`config.mk`:
```
export PLATFORM = sky130hd
export DESIGN_NAME = booth_product_accumulator
export DESIGN_NICKNAME = d
export VERILOG_FILES = /design/src/rtl/booth_mac_pkg.sv /design/src/rtl/booth_sat_adder.sv /design/src/rtl/booth_product_accumulator.sv
export SDC_FILE = /design/constraint.sdc
export NUM_CORES = 1
export LEC_CHECK = 0
export CAP_MARGIN = 20
export CORE_MARGIN = 2
export CORE_UTILIZATION = 55
export CTS_BUF_LIST = sky130_fd_sc_hd__clkbuf_2
export DETAILED_ROUTE_END_ITERATION = 7
export DONT_BUFFER_PORTS = 1
export PLACE_DENSITY = 0.73
export SETUP_SLACK_MARGIN = 0.1
export SYNTH_ARGS = -nofsm -noshare
export SYNTH_HDL_FRONTEND = slang
export SYNTH_SLANG_ARGS = --single-unit
```
`constraint.sdc`:
```
create_clock -name clk -period 6.5 [get_ports clk]
set_clock_uncertainty 0.1 [all_clocks]
set_input_delay 1.3 -clock clk [delete_from_list [all_inputs] [get_ports clk]]
set_output_delay 1.3 -clock clk [all_outputs]
set_load 0.05 [all_outputs]
```
`src/rtl/booth_mac_pkg.sv`:
```
// Shared definitions for the Booth multiply-accumulate slice: state encoding, saturation
// limits and batch-counter sizing.
package booth_mac_pkg;

   typedef enum logic {
      ST_IDLE  = 1'b0,
      ST_ACCUM = 1'b1
   } state_e;

   function automatic int unsigned cnt_width(input int unsigned length);
      return (length > 1) ? $clog2(length) : 1;
   endfunction

   function automatic longint sat_max(input int unsigned w);
      return (longint'(1) <<< (w - 1)) - longint'(1);
   endfunction

   function automatic longint sat_min(input int unsigned w);
      return -(longint'(1) <<< (w - 1));
   endfunction

endpackage

```
`src/rtl/booth_sat_adder.sv`:
```
// Signed W-bit adder with two's-complement overflow detection.
// Define ACC_SATURATE_EN to clamp overflowing sums to the signed limits instead of wrapping.
module booth_sat_adder
   import booth_mac_pkg::*;
#(
   parameter int unsigned W = 16
) (
   input  logic signed [W-1:0] a,
   input  logic signed [W-1:0] b,
   output logic signed [W-1:0] sum,
   output logic                ovf
);

   logic signed [W-1:0] raw;

   assign raw = a + b;
   // Overflow only when both operands agree in sign and the result does not.
   assign ovf = (a[W-1] == b[W-1]) && (raw[W-1] != a[W-1]);

`ifdef ACC_SATURATE_EN
   localparam logic signed [W-1:0] SatMax = W'(sat_max(W));
   localparam logic signed [W-1:0] SatMin = W'(sat_min(W));

   always_comb begin
      sum = raw;
      if (ovf) begin
         sum = a[W-1] ? SatMin : SatMax;
      end
   end
`else
   assign sum = raw;
`endif

endmodule

```
`src/rtl/booth_product_accumulator.sv`:
```
// Accumulates LENGTH signed products per batch and emits the sum with a one-cycle valid pulse.
// Optional ACC_SATURATE_EN (in booth_sat_adder) selects saturating instead of wrapping sums.
module booth_product_accumulator
   import booth_mac_pkg::*;
#(
   parameter  int unsigned NUMBER_OF_BITS = 4,
   parameter  int unsigned ACC_BITS       = 16,
   parameter  int unsigned LENGTH         = 4,
   localparam int unsigned CNT_W          = cnt_width(LENGTH)
) (
   input  logic                          clk,
   input  logic                          reset,
   input  logic [2*NUMBER_OF_BITS-1:0]   product_in,
   input  logic                          product_valid,
   input  logic                          clear,
   output logic signed [ACC_BITS-1:0]    acc_out,
   output logic                          acc_valid,
   output logic                          overflow,
   output logic [CNT_W-1:0]              count,
   output logic                          busy
);

   state_e                      state_q, state_d;
   logic signed [ACC_BITS-1:0]  acc_q, acc_d;
   logic signed [ACC_BITS-1:0]  acc_out_q, acc_out_d;
   logic [CNT_W-1:0]            cnt_q, cnt_d;
   logic                        ovf_r_q, ovf_r_d;
   logic                        acc_valid_q, acc_valid_d;
   logic                        overflow_q, overflow_d;

   logic signed [ACC_BITS-1:0]  prod_ext;
   logic signed [ACC_BITS-1:0]  sum;
   logic                        ovf;
   logic                        last;

   assign prod_ext = ACC_BITS'(signed'(product_in));

   booth_sat_adder #(
      .W (ACC_BITS)
   ) u_add (
      .a   (acc_q),
      .b   (prod_ext),
      .sum (sum),
      .ovf (ovf)
   );

   // In IDLE the counter is zero, so LENGTH==1 dumps straight from IDLE.
   assign last = (cnt_q == CNT_W'(LENGTH - 1));

   always_comb begin
      state_d     = state_q;
      acc_d       = acc_q;
      cnt_d       = cnt_q;
      ovf_r_d     = ovf_r_q;
      acc_out_d   = acc_out_q;
      overflow_d  = overflow_q;
      acc_valid_d = 1'b0;

      if (clear) begin
         state_d = ST_IDLE;
         acc_d   = '0;
         cnt_d   = '0;
         ovf_r_d = 1'b0;
      end else if (product_valid) begin
         if (last) begin
            acc_out_d   = sum;
            overflow_d  = ovf_r_q | ovf;
            acc_valid_d = 1'b1;
            acc_d       = '0;
            cnt_d       = '0;
            ovf_r_d     = 1'b0;
            state_d     = ST_IDLE;
         end else begin
            acc_d   = sum;
            cnt_d   = cnt_q + CNT_W'(1);
            ovf_r_d = ovf_r_q | ovf;
            state_d = ST_ACCUM;
         end
      end
   end

   always_ff @(posedge clk) begin
      if (reset) begin
         state_q     <= ST_IDLE;
         acc_q       <= '0;
         cnt_q       <= '0;
         ovf_r_q     <= 1'b0;
         acc_out_q   <= '0;
         overflow_q  <= 1'b0;
         acc_valid_q <= 1'b0;
      end else begin
         state_q     <= state_d;
         acc_q       <= acc_d;
         cnt_q       <= cnt_d;
         ovf_r_q     <= ovf_r_d;
         acc_out_q   <= acc_out_d;
         overflow_q  <= overflow_d;
         acc_valid_q <= acc_valid_d;
      end
   end

   assign acc_out   = acc_out_q;
   assign acc_valid = acc_valid_q;
   assign overflow  = overflow_q;
   assign count     = cnt_q;
   assign busy      = (state_q == ST_ACCUM);

endmodule

```
==> results by group, run 1 <==
Logic synthesis
  • Top post-synthesis cells by area: dfxtp_1 36%, ha_1 9.4%, a21oi_1 9.1%, nand2_1 5.8%, nor2_1 4.7%
  • Post-Syn Area: 2140 um^2
  • FF+latch count, synth: 38
  • Sequential share of the synthesized area: 35.6%
  • Synth unique cells: 45
  • Syn nets: 288
  • Predominant post-synthesis flop cell: dfxtp_1
  • Post-Synthesis Cells: 259
  • Post-synth top area share: 35.6%
  • Post-synth ARST share: 0%
  • EDFF count, synth: 0
  • Mapped Avg Cell Area: 8.26 um^2
  • Synth Warn #: 0
  • Cell taking the most area after synthesis: dfxtp_1

Clock network
  • Setup Buffers After CTS: 0
  • Cts hold-fix bufs: 0
  • Resize count post-CTS: 0
  • Clk sinks: 38
  • CTS HTree Levels: 2
  • Root Driver: clkbuf_2
  • CTS tree: built
  • Bufs on Longest Clock Path: 2
  • Cts bufs inserted: 5
  • Clock-pin slew on the worst setup and hold paths: 190 ps
  • Worst-Skew Late Latency: 400 ps

Route
  • DRT iter0 DRCs: 122
  • Average wire per standard cell: 14.1 um
  • WL final: 4.29 mm
  • 1st-pass router iterations: 4
  • Vias post-DR: 1757
  • Residual DRC count: 0
  • Final ANT Viol Nets: 0
  • Vias per inst: 5.78

Global routing
  • Pin count of the biggest net entering global routing: 26
  • Overflow after GRT: 0
  • Vias in the first global route: 1611
  • Initial antenna violation count: 0
  • Overall Global Routing Usage: 21.4%
  • First-pass GRT wire length: 7.18 mm

Die
  • Die area: 4400 um^2
  • Core footprint: 3690 um^2
  • Die X: 66.4 um
  • Die Ht: 66.4 um
  • IO Count: 33
  • Initial Util: 58.0%
  • # rows: 22

Worst setup path
  • Cell repeated most along the worst path: a211oi_1
  • Crit Path Max Fanout: 3
  • Critical path class: primary input to flip-flop
  • Crit path required time: 6700 ps
  • FF-to-FF path depth: 9
  • Max incr delay on CP: 440 ps
  • Worst Setup Start Kind: primary input
  • Slowest cell on crit path: fa_1
  • Crit path capture type: flip-flop
  • Crit path cell chain: ha_1 > fa_1 > a211oi_1 > o21bai_1 > a211oi_1 > o21ai_0 > xor2_1 > a21oi_1 > nor2_1
  • Arrival time at the worst endpoint: 3210 ps

Timing
  • Sum of negative setup slack: 0 ps
  • Worst-Margin Slew: 726 ps
  • Final hold viol count: 0
  • Fin crit share: 46.3%
  • Maximum clock frequency: 333 MHz
  • RSZ-0062 raised after global routing: false
  • Endpoints failing setup: 0
  • Slew margin rel.: 51.5%
  • Tmin final: 3010 ps
  • Slew Limit Fails: 0
  • Setup ws final: 3490 ps
  • Hold WS: 384 ps

Placed design
  • Placed cell area: 2150 um^2
  • Count of input and output buffers: 0
  • Post-Place Worst Slack: 3070 ps
  • RePlAce Congestion: 0.828
  • DP HPWL: 3.03 mm

Layout
  • N_diodes: 0
  • Finished Cell Area: 2190 um^2
  • Nets: 284
  • Share of cells above drive strength 1: 6.64%
  • Synth-to-layout area growth: 2.34%
  • Util after Layout: 59.4%

Power and ir drop
  • Comb pwr share: 16.8%
  • Max VDD drop: 0.114 mV
  • Sw Share: 29.7%
  • Sw Pwr: 0.125 mW
  • Sequential share of power: 58.1%
  • Power share of the clock group: 25.0%
  • Static Leak: 0.897 nW
  • Pwr/cell area: 192 nW/um^2
  • Internal power: 0.296 mW

Run status
  • Status: finished, final reports clean

Worst hold path
  • Hold depth: 2
  • Worst Hold Class: flip-flop to flip-flop

Job
  • # Max-Cap Violations: 0
[power by group through the flow]
stage          Sequential, mW  Combinational, mW  Clock, mW
2_1_floorplan           0.248             0.0637          0
3_3_place_gp            0.249             0.0698          0
3_5_place_dp            0.249             0.0701          0
4_1_cts                 0.244             0.0707      0.107
5_1_grt                 0.245             0.0799      0.118
6_report                0.244             0.0707      0.105
[per-layer routing]
layer  global-route usage (%)  part of all wire [%]  routed length [um]
met5                        0                     0                   0
met4                     8.67                   2.2                  95
met3                     6.30                   4.0                 172
met2                     33.9                    46                1950
met1                     27.1                    48                2070
[Yosys cell counts (all sizes together), types with 2 or more instances]
| library cell | number |
|---|---|
| a21oi | 41 |
| dfxtp | 38 |
| nand2 | 33 |
| nor2 | 27 |
| ha | 16 |
| nor2b | 11 |
| a21o | 10 |
| xnor2 | 9 |
| clkbuf | 8 |
| o21ai | 6 |
| a211oi | 5 |
| nand3 | 5 |
| nand3b | 5 |
| xor2 | 5 |
| buf | 4 |
| mux2i | 3 |
| nor3 | 3 |
| a31oi | 2 |
| and2b | 2 |
| inv | 2 |
| nand2b | 2 |
| nand4 | 2 |
| o31ai | 2 |
| o32ai | 2 |
| or2 | 2 |
| or3 | 2 |
[cell usage in the layout (no fill, tap or decap), drive strengths merged, types with 3 or more instances in the layout]
cell,Yosys,layout
a211oi,5,5
a21o,10,10
a21oi,41,41
clkbuf,8,6
dfxtp,38,38
ha,16,16
mux2i,3,3
nand2,33,33
nand3,5,5
nand3b,5,5
nor2,27,27
nor2b,11,11
nor3,3,3
o21ai,6,6
xnor2,9,9
xor2,5,5
[cell families (layout without fill, tap and decap cells)]
group / count (synthesis) / in the layout / synth area share [%]
fa+ha+maj: 17 / 17 / 10.3
xor+xnor: 14 / 14 / 5.73
buf+inv: 14 / 11 / 3.16
mux: 3 / 3 / 1.40
flops: 38 / 38 / 35.6
simple gates: 101 / 101 / 23.5
compound gates: 72 / 72 / 20.4
[registers in the layout (all words and copies together) (netlist names)]
| signal | flops |
|---|---|
| acc_out | 16 |
| acc_q | 16 |
| count | 2 |
| acc_valid | 1 |
| busy | 1 |
| overflow | 1 |
| ovf_r_q | 1 |
[critical path, delay by kind of cell]
family	cells	cell delay, ps
AOI/OAI and AO/OA	5	1040
and+or+nand+nor	1	50
adders and majority gates	2	650
xor gates and xnor gates	1	180
[metrics by stage]
step / std cells / power, mW
6_report: 304 / 0.420
4_1_cts: 304 / 0.422
5_1_grt: 304 / 0.443
3_5_place_dp: 296 / 0.319
3_3_place_gp: 295 / 0.319
2_1_floorplan: 259 / 0.312
[cell type report]
| cell class | count | area, um^2 |
|---|---|---|
| inverters | 2 | 7.51 |
| clock inverters | 2 | 8.76 |
| repair buffers | 1 | 11.3 |
| well taps | 48 | 60.1 |
| multi-input cells | 207 | 1310 |
| flip-flops and latches | 38 | 761 |
| fillers | 350 | 1500 |
| clock buffers | 6 | 30.0 |
[path summary, 6_finish.rpt]
path,startpoint,endpoint,slack (ps)
max,product_in[0],acc_q[14],3490
max reg2reg,acc_q[0],acc_q[14],4050
min,ovf_r_q,ovf_r_q,380
min reg2reg,ovf_r_q,ovf_r_q,380
No activity file was read; power rests on OpenSTA's default activity.
==> inputs of run 2 (changes only) <==
- PLACE_DENSITY: 0.73 -> 0.76
- clock period: 6.5 -> 2.45 ns (I/O delays scaled with it)
==> run 2 against run 1 <==
Net effect: design area up 7.6%; combinational power rose to 3.2 times the previous value; clock power rose to 2.6 times the previous value; hold slack worse by 350 ps.
==> results by group, run 2 (same netlist as run 1, synthesis figures left out) <==
Run status
  • Status: finished, final reports clean

Die
  • Die Ht: 66.4 um
  • Core footprint: 3690 um^2
  • Die area: 4400 um^2
  • Initial Util: 58.0%
  • IO Count: 33
  • # rows: 22
  • Die X: 66.4 um

Global routing
  • First-pass GRT wire length: 7.73 mm
  • Initial antenna violation count: 0
  • Pin count of the biggest net entering global routing: 26
  • Vias in the first global route: 1779
  • Overall Global Routing Usage: 22.6%
  • Overflow after GRT: 0

Clock network
  • Root Driver: clkbuf_2
  • Clk sinks: 38
  • CTS HTree Levels: 2
  • Clock-pin slew on the worst setup and hold paths: 200 ps
  • Worst-Skew Late Latency: 400 ps
  • Cts bufs inserted: 5
  • CTS tree: built
  • Bufs on Longest Clock Path: 2

Power and ir drop
  • Sw Pwr: 0.340 mW
  • Power share of the clock group: 24.2%
  • Sw Share: 29.7%
  • Sequential share of power: 56.3%
  • Internal power: 0.805 mW
  • Max VDD drop: 0.283 mV
  • Static Leak: 0.975 nW
  • Pwr/cell area: 486 nW/um^2
  • Comb pwr share: 19.5%

Layout
  • Nets: 299
  • Util after Layout: 63.9%
  • Fill cells: 333
  • Commonest non-fill, non-tap cells in the layout: 38 x a21oi_1, 36 x dfxtp_1, 33 x nand2_1, 27 x nor2_1, 15 x buf_4
  • Post-Layout Cell Count: 319
  • Register Area: 763 um^2
  • Most common cell after layout, fill and taps aside: a21oi_1
  • Share of cells above drive strength 1: 14.8%
  • Multi-input gate area: 1360 um^2
  • Synth-to-layout area growth: 10.1%
  • N_diodes: 0

Route
  • 1st-pass router iterations: 4
  • WL final: 4.73 mm
  • Vias per inst: 5.69
  • Final ANT Viol Nets: 0
  • Vias post-DR: 1815
  • DRT iter0 DRCs: 120
  • Average wire per standard cell: 14.8 um
  • Residual DRC count: 0

Worst setup path
  • Crit path required time: 2700 ps
  • Slowest cell on crit path: dfxtp_2
  • Critical path class: flip-flop to flip-flop
  • Crit path capture type: flip-flop
  • Reg2reg setup slack: 200 ps
  • Arrival time at the worst endpoint: 2500 ps
  • Worst Setup Start Kind: flip-flop
  • Crit Path Max Fanout: 3
  • Max incr delay on CP: 380 ps
  • Crit path cell chain: ha_1 > a21oi_1 > nand4b_1 > a211oi_4 > o211ai_1 > nor3b_2 > or3b_1 > a31oi_1

Job
  • # Max-Cap Violations: 0

Timing
  • Hold WS: 30.9 ps
  • Final hold viol count: 0
  • Endpoints failing setup: 0
  • Slew margin rel.: 65.3%
  • Worst-Margin Slew: 520 ps
  • Slew Limit Fails: 0
  • Maximum clock frequency: 444 MHz
  • Tmin final: 2250 ps
  • Fin crit share: 91.9%
  • RSZ-0062 raised after global routing: true

Placed design
  • Placed cells: 308
  • DP HPWL: 3.15 mm
  • Count of input and output buffers: 0
  • RePlAce Congestion: 0.882

Worst hold path
  • Worst Hold Class: primary input to flip-flop
-- run 2: worst paths after layout --
kind	from	endpoint	cells after the start
setup / recovery	acc_q[1]	acc_q[15]	8
hold / removal	reset	acc_out[3]	1
setup reg to reg	acc_q[1]	acc_q[15]	8
hold reg to reg	ovf_r_q	ovf_r_q	2
-- run 2: cell type report --
| class | count | area share, % |
|---|---|---|
| Inverter | 2 | 0.319 |
| Clock buffer | 6 | 1.27 |
| Timing Repair Buffer | 16 | 5.20 |
| Tap cell | 48 | 2.55 |
| Clock inverter | 2 | 0.372 |
| Sequential cell | 38 | 32.4 |
| Multi-Input combinational cell | 207 | 57.9 |
-- run 2: stage by stage --
step	power, mW	cell area [um^2]	setup TNS (ps)	setup slack, ps
after floorplan	0.829	2150	0	122
after global placement	0.862	2240	0	27.3
after detailed placement	0.865	2240	-42.1	-42.1
after CTS	1.14	2280	0	111
after global routing	1.21	2360	0	65.6
final	1.14	2360	0	199
-- run 2: per-layer routing --
layer / up-vias / global-route usage (%) / part of all wire, %
li1: 918 / - / -
met1: 844 / 26.1 / 46
met2: 43 / 38.8 / 47
met3: 10 / 6.47 / 5.1
met4: 0 / 9.18 / 1.8
met5: - / 0 / 0
-- run 2: power groups by stage --
stage | clock, mW | combinational (mW) | sequential, mW
2_1_floorplan | 0 | 0.170 | 0.659
3_3_place_gp | 0 | 0.206 | 0.656
3_5_place_dp | 0 | 0.208 | 0.657
4_1_cts | 0.285 | 0.210 | 0.644
5_1_grt | 0.311 | 0.248 | 0.647
6_report | 0.277 | 0.223 | 0.645
-- run 2: what timing repair did --
item,in CTS,in global routing
setup buffers,0,2
resized for setup,0,10
hold endpoints to repair,0,9
hold buffers,0,1
endpoints found under the setup margin,0,9
-- run 2: critical path, delay by kind of cell (launching register included) --
family	cells	cell delay, ps
flops	1	380
fa+ha+maj	1	280
compound gates	4	650
simple gates	3	790
==> inputs of run 3 (changes only) <==
- ABC_AREA: default -> 1
- RECOVER_POWER: default -> 25
==> run 3 against run 2 <==
Net effect: maximum frequency increased by 18%; sequential power about the same; largest cell class unchanged; wire length increased by 8.2%; critical path depth decreased by 7; register-to-register slack improved by 350 ps; final cell count increased by 29%; synthesized cell count increased by 38%; global-route usage increased by 0.38 points; core utilization decreased by 3.2 points; via count increased by 15%; total power increased by 18%.
==> results by group, run 3 <==
Run status
  • Status: finished, final reports clean

Logic synthesis
  • Post-synth ARST share: 0%
  • Post-Synthesis Cells: 358
  • Syn nets: 387
  • Top post-synthesis cells by area: dfxtp_1 32%, nand2_1 18%, ha_1 8.6%, nor2_1 7.5%, inv_1 7.1%
  • FF+latch count, synth: 38
  • Sequential share of the synthesized area: 32.5%
  • Post-Syn Area: 2340 um^2
  • Post-synth top area share: 32.5%
  • Mapped Avg Cell Area: 6.54 um^2
  • EDFF count, synth: 0
  • Synth unique cells: 29
  • Cell taking the most area after synthesis: dfxtp_1
  • Predominant post-synthesis flop cell: dfxtp_1
  • Post-synth top cells: 113 x nand2_1, 47 x nor2_1, 44 x inv_1
  • Synth Warn #: 0
  • Count leader, synth: nand2_1

Worst setup path
  • Crit path capture type: primary output
  • WP buf/inv: 1
  • Worst Setup Start Kind: flip-flop
  • Arrival time at the worst endpoint: 1320 ps
  • Slowest cell on crit path: clkbuf_1
  • Top cell family by delay on the critical path: buffers and inverters
  • Crit Path Max Fanout: 3
  • Critical path class: flip-flop to primary output
  • Crit path required time: 1860 ps
  • Max incr delay on CP: 530 ps
  • Crit path cell chain: clkbuf_1

Die
  • IO Count: 33
  • Die Ht: 69.2 um
  • Die area: 4790 um^2
  • Initial Util: 57.7%
  • Die X: 69.2 um
  • # rows: 23
  • Core footprint: 4060 um^2

Clock network
  • Resize count post-CTS: 0
  • Clock-pin slew on the worst setup and hold paths: 190 ps
  • Root Driver: clkbuf_2
  • Bufs on Longest Clock Path: 2
  • Clk sinks: 38
  • CTS tree: built
  • Setup Buffers After CTS: 0
  • Cts hold-fix bufs: 0
  • Worst-Skew Late Latency: 400 ps
  • Cts bufs inserted: 5
  • CTS HTree Levels: 2

Global routing
  • Overflow after GRT: 0
  • First-pass GRT wire length: 8.87 mm
  • Overall Global Routing Usage: 23.0%
  • Pin count of the biggest net entering global routing: 20
  • Initial antenna violation count: 0
  • Vias in the first global route: 2058

Route
  • Residual DRC count: 0
  • DRT iter0 DRCs: 97
  • Final ANT Viol Nets: 0
  • Vias post-DR: 2085
  • WL final: 5.12 mm
  • 1st-pass router iterations: 4
  • Vias per inst: 5.05
  • Average wire per standard cell: 12.4 um

Timing
  • Fin crit share: 77.8%
  • Slew Limit Fails: 0
  • Tmin final: 1910 ps
  • Final hold viol count: 0
  • Slew margin rel.: 52.7%
  • Endpoints failing setup: 0
  • RSZ-0062 raised after global routing: false
  • Maximum clock frequency: 525 MHz
  • Worst-Margin Slew: 709 ps
  • Sum of negative setup slack: 0 ps

Power and ir drop
  • Pwr/cell area: 547 nW/um^2
  • Power, Total: 1.35 mW
  • Max VDD drop: 0.478 mV
  • Static Leak: 1.34 nW

Job
  • # Max-Cap Violations: 0

Layout
  • Fill cells: 394
  • Register Area: 761 um^2
  • Commonest non-fill, non-tap cells in the layout: 114 x nand2_1, 47 x nor2_1, 44 x inv_1, 38 x dfxtp_1, 24 x a21oi_1
  • N_diodes: 0
  • Synth-to-layout area growth: 5.24%
  • Most common cell after layout, fill and taps aside: nand2_1
  • Nets: 391
  • Share of cells above drive strength 1: 8.82%
  • Multi-input gate area: 1330 um^2

Placed design
  • DP HPWL: 3.82 mm
  • Count of input and output buffers: 0
  • RePlAce Congestion: 0.925

Worst hold path
  • Worst Hold Class: primary input to flip-flop
==> run 3: cells by family (layout without fill, tap and decap cells) <==
group,Yosys count,in the layout,share of synthesized area [%]
compound gates,41,41,9.46
xor+xnor,7,7,2.62
fa+ha+maj,17,17,9.41
buf+inv,60,65,10.4
flops,38,38,32.5
simple gates,195,195,35.6
==> run 3: final cells by class <==
type | instances | share of cell area (%)
multi-input combinational | 260 | 54.1
sequential | 38 | 30.9
inverter | 53 | 8.08
clock inverter | 3 | 2.59
tap | 50 | 2.54
clock buffer | 5 | 1.02
timing repair buffer | 4 | 0.762
==> run 3: stage by stage <==
step	cells	util [%]	setup WS, ps	hold slack (ps)	cell area [um^2]
6_report	413	60.7	545	49.0	2460
5_1_grt	413	60.7	406	54.4	2460
4_1_cts	413	61.1	555	46.9	2480
3_5_place_dp	405	58.9	404	361	2390
3_3_place_gp	405	58.9	434	356	2390
2_1_floorplan	358	-	526	348	2340
==> run 3: power by group <==
part | switching, mW | leakage [nW] | internal (mW)
clock | 0.218 | 0.0506 | 0.272
sequential | 0.0121 | 0.308 | 0.633
combinational | 0.141 | 0.986 | 0.0716
total | 0.371 | 1.34 | 0.976
==> run 3: path summary, 6_finish.rpt <==
check / cells after the start / to / slack, ps / from
worst min register to register: 2 / acc_q[2] / 380 / acc_q[2]
worst min-delay path: 1 / count[0] / 50 / product_valid
worst max-delay path: 1 / count[0] / 540 / count[0]
worst max register to register: 11 / acc_q[10] / 550 / acc_q[0]
==> run 3: routing by layer <==
| metal | vias to the layer above | wire [um] | share of wire, % | track usage, % |
|---|---|---|---|---|
| met5 | - | 0 | 0 | 0 |
| met4 | 0 | 88 | 1.7 | 8.28 |
| met3 | 8 | 326 | 6.4 | 5.38 |
| met2 | 45 | 2380 | 46 | 39.4 |
| met1 | 917 | 2330 | 45 | 28.0 |
| li1 | 1115 | - | - | - |
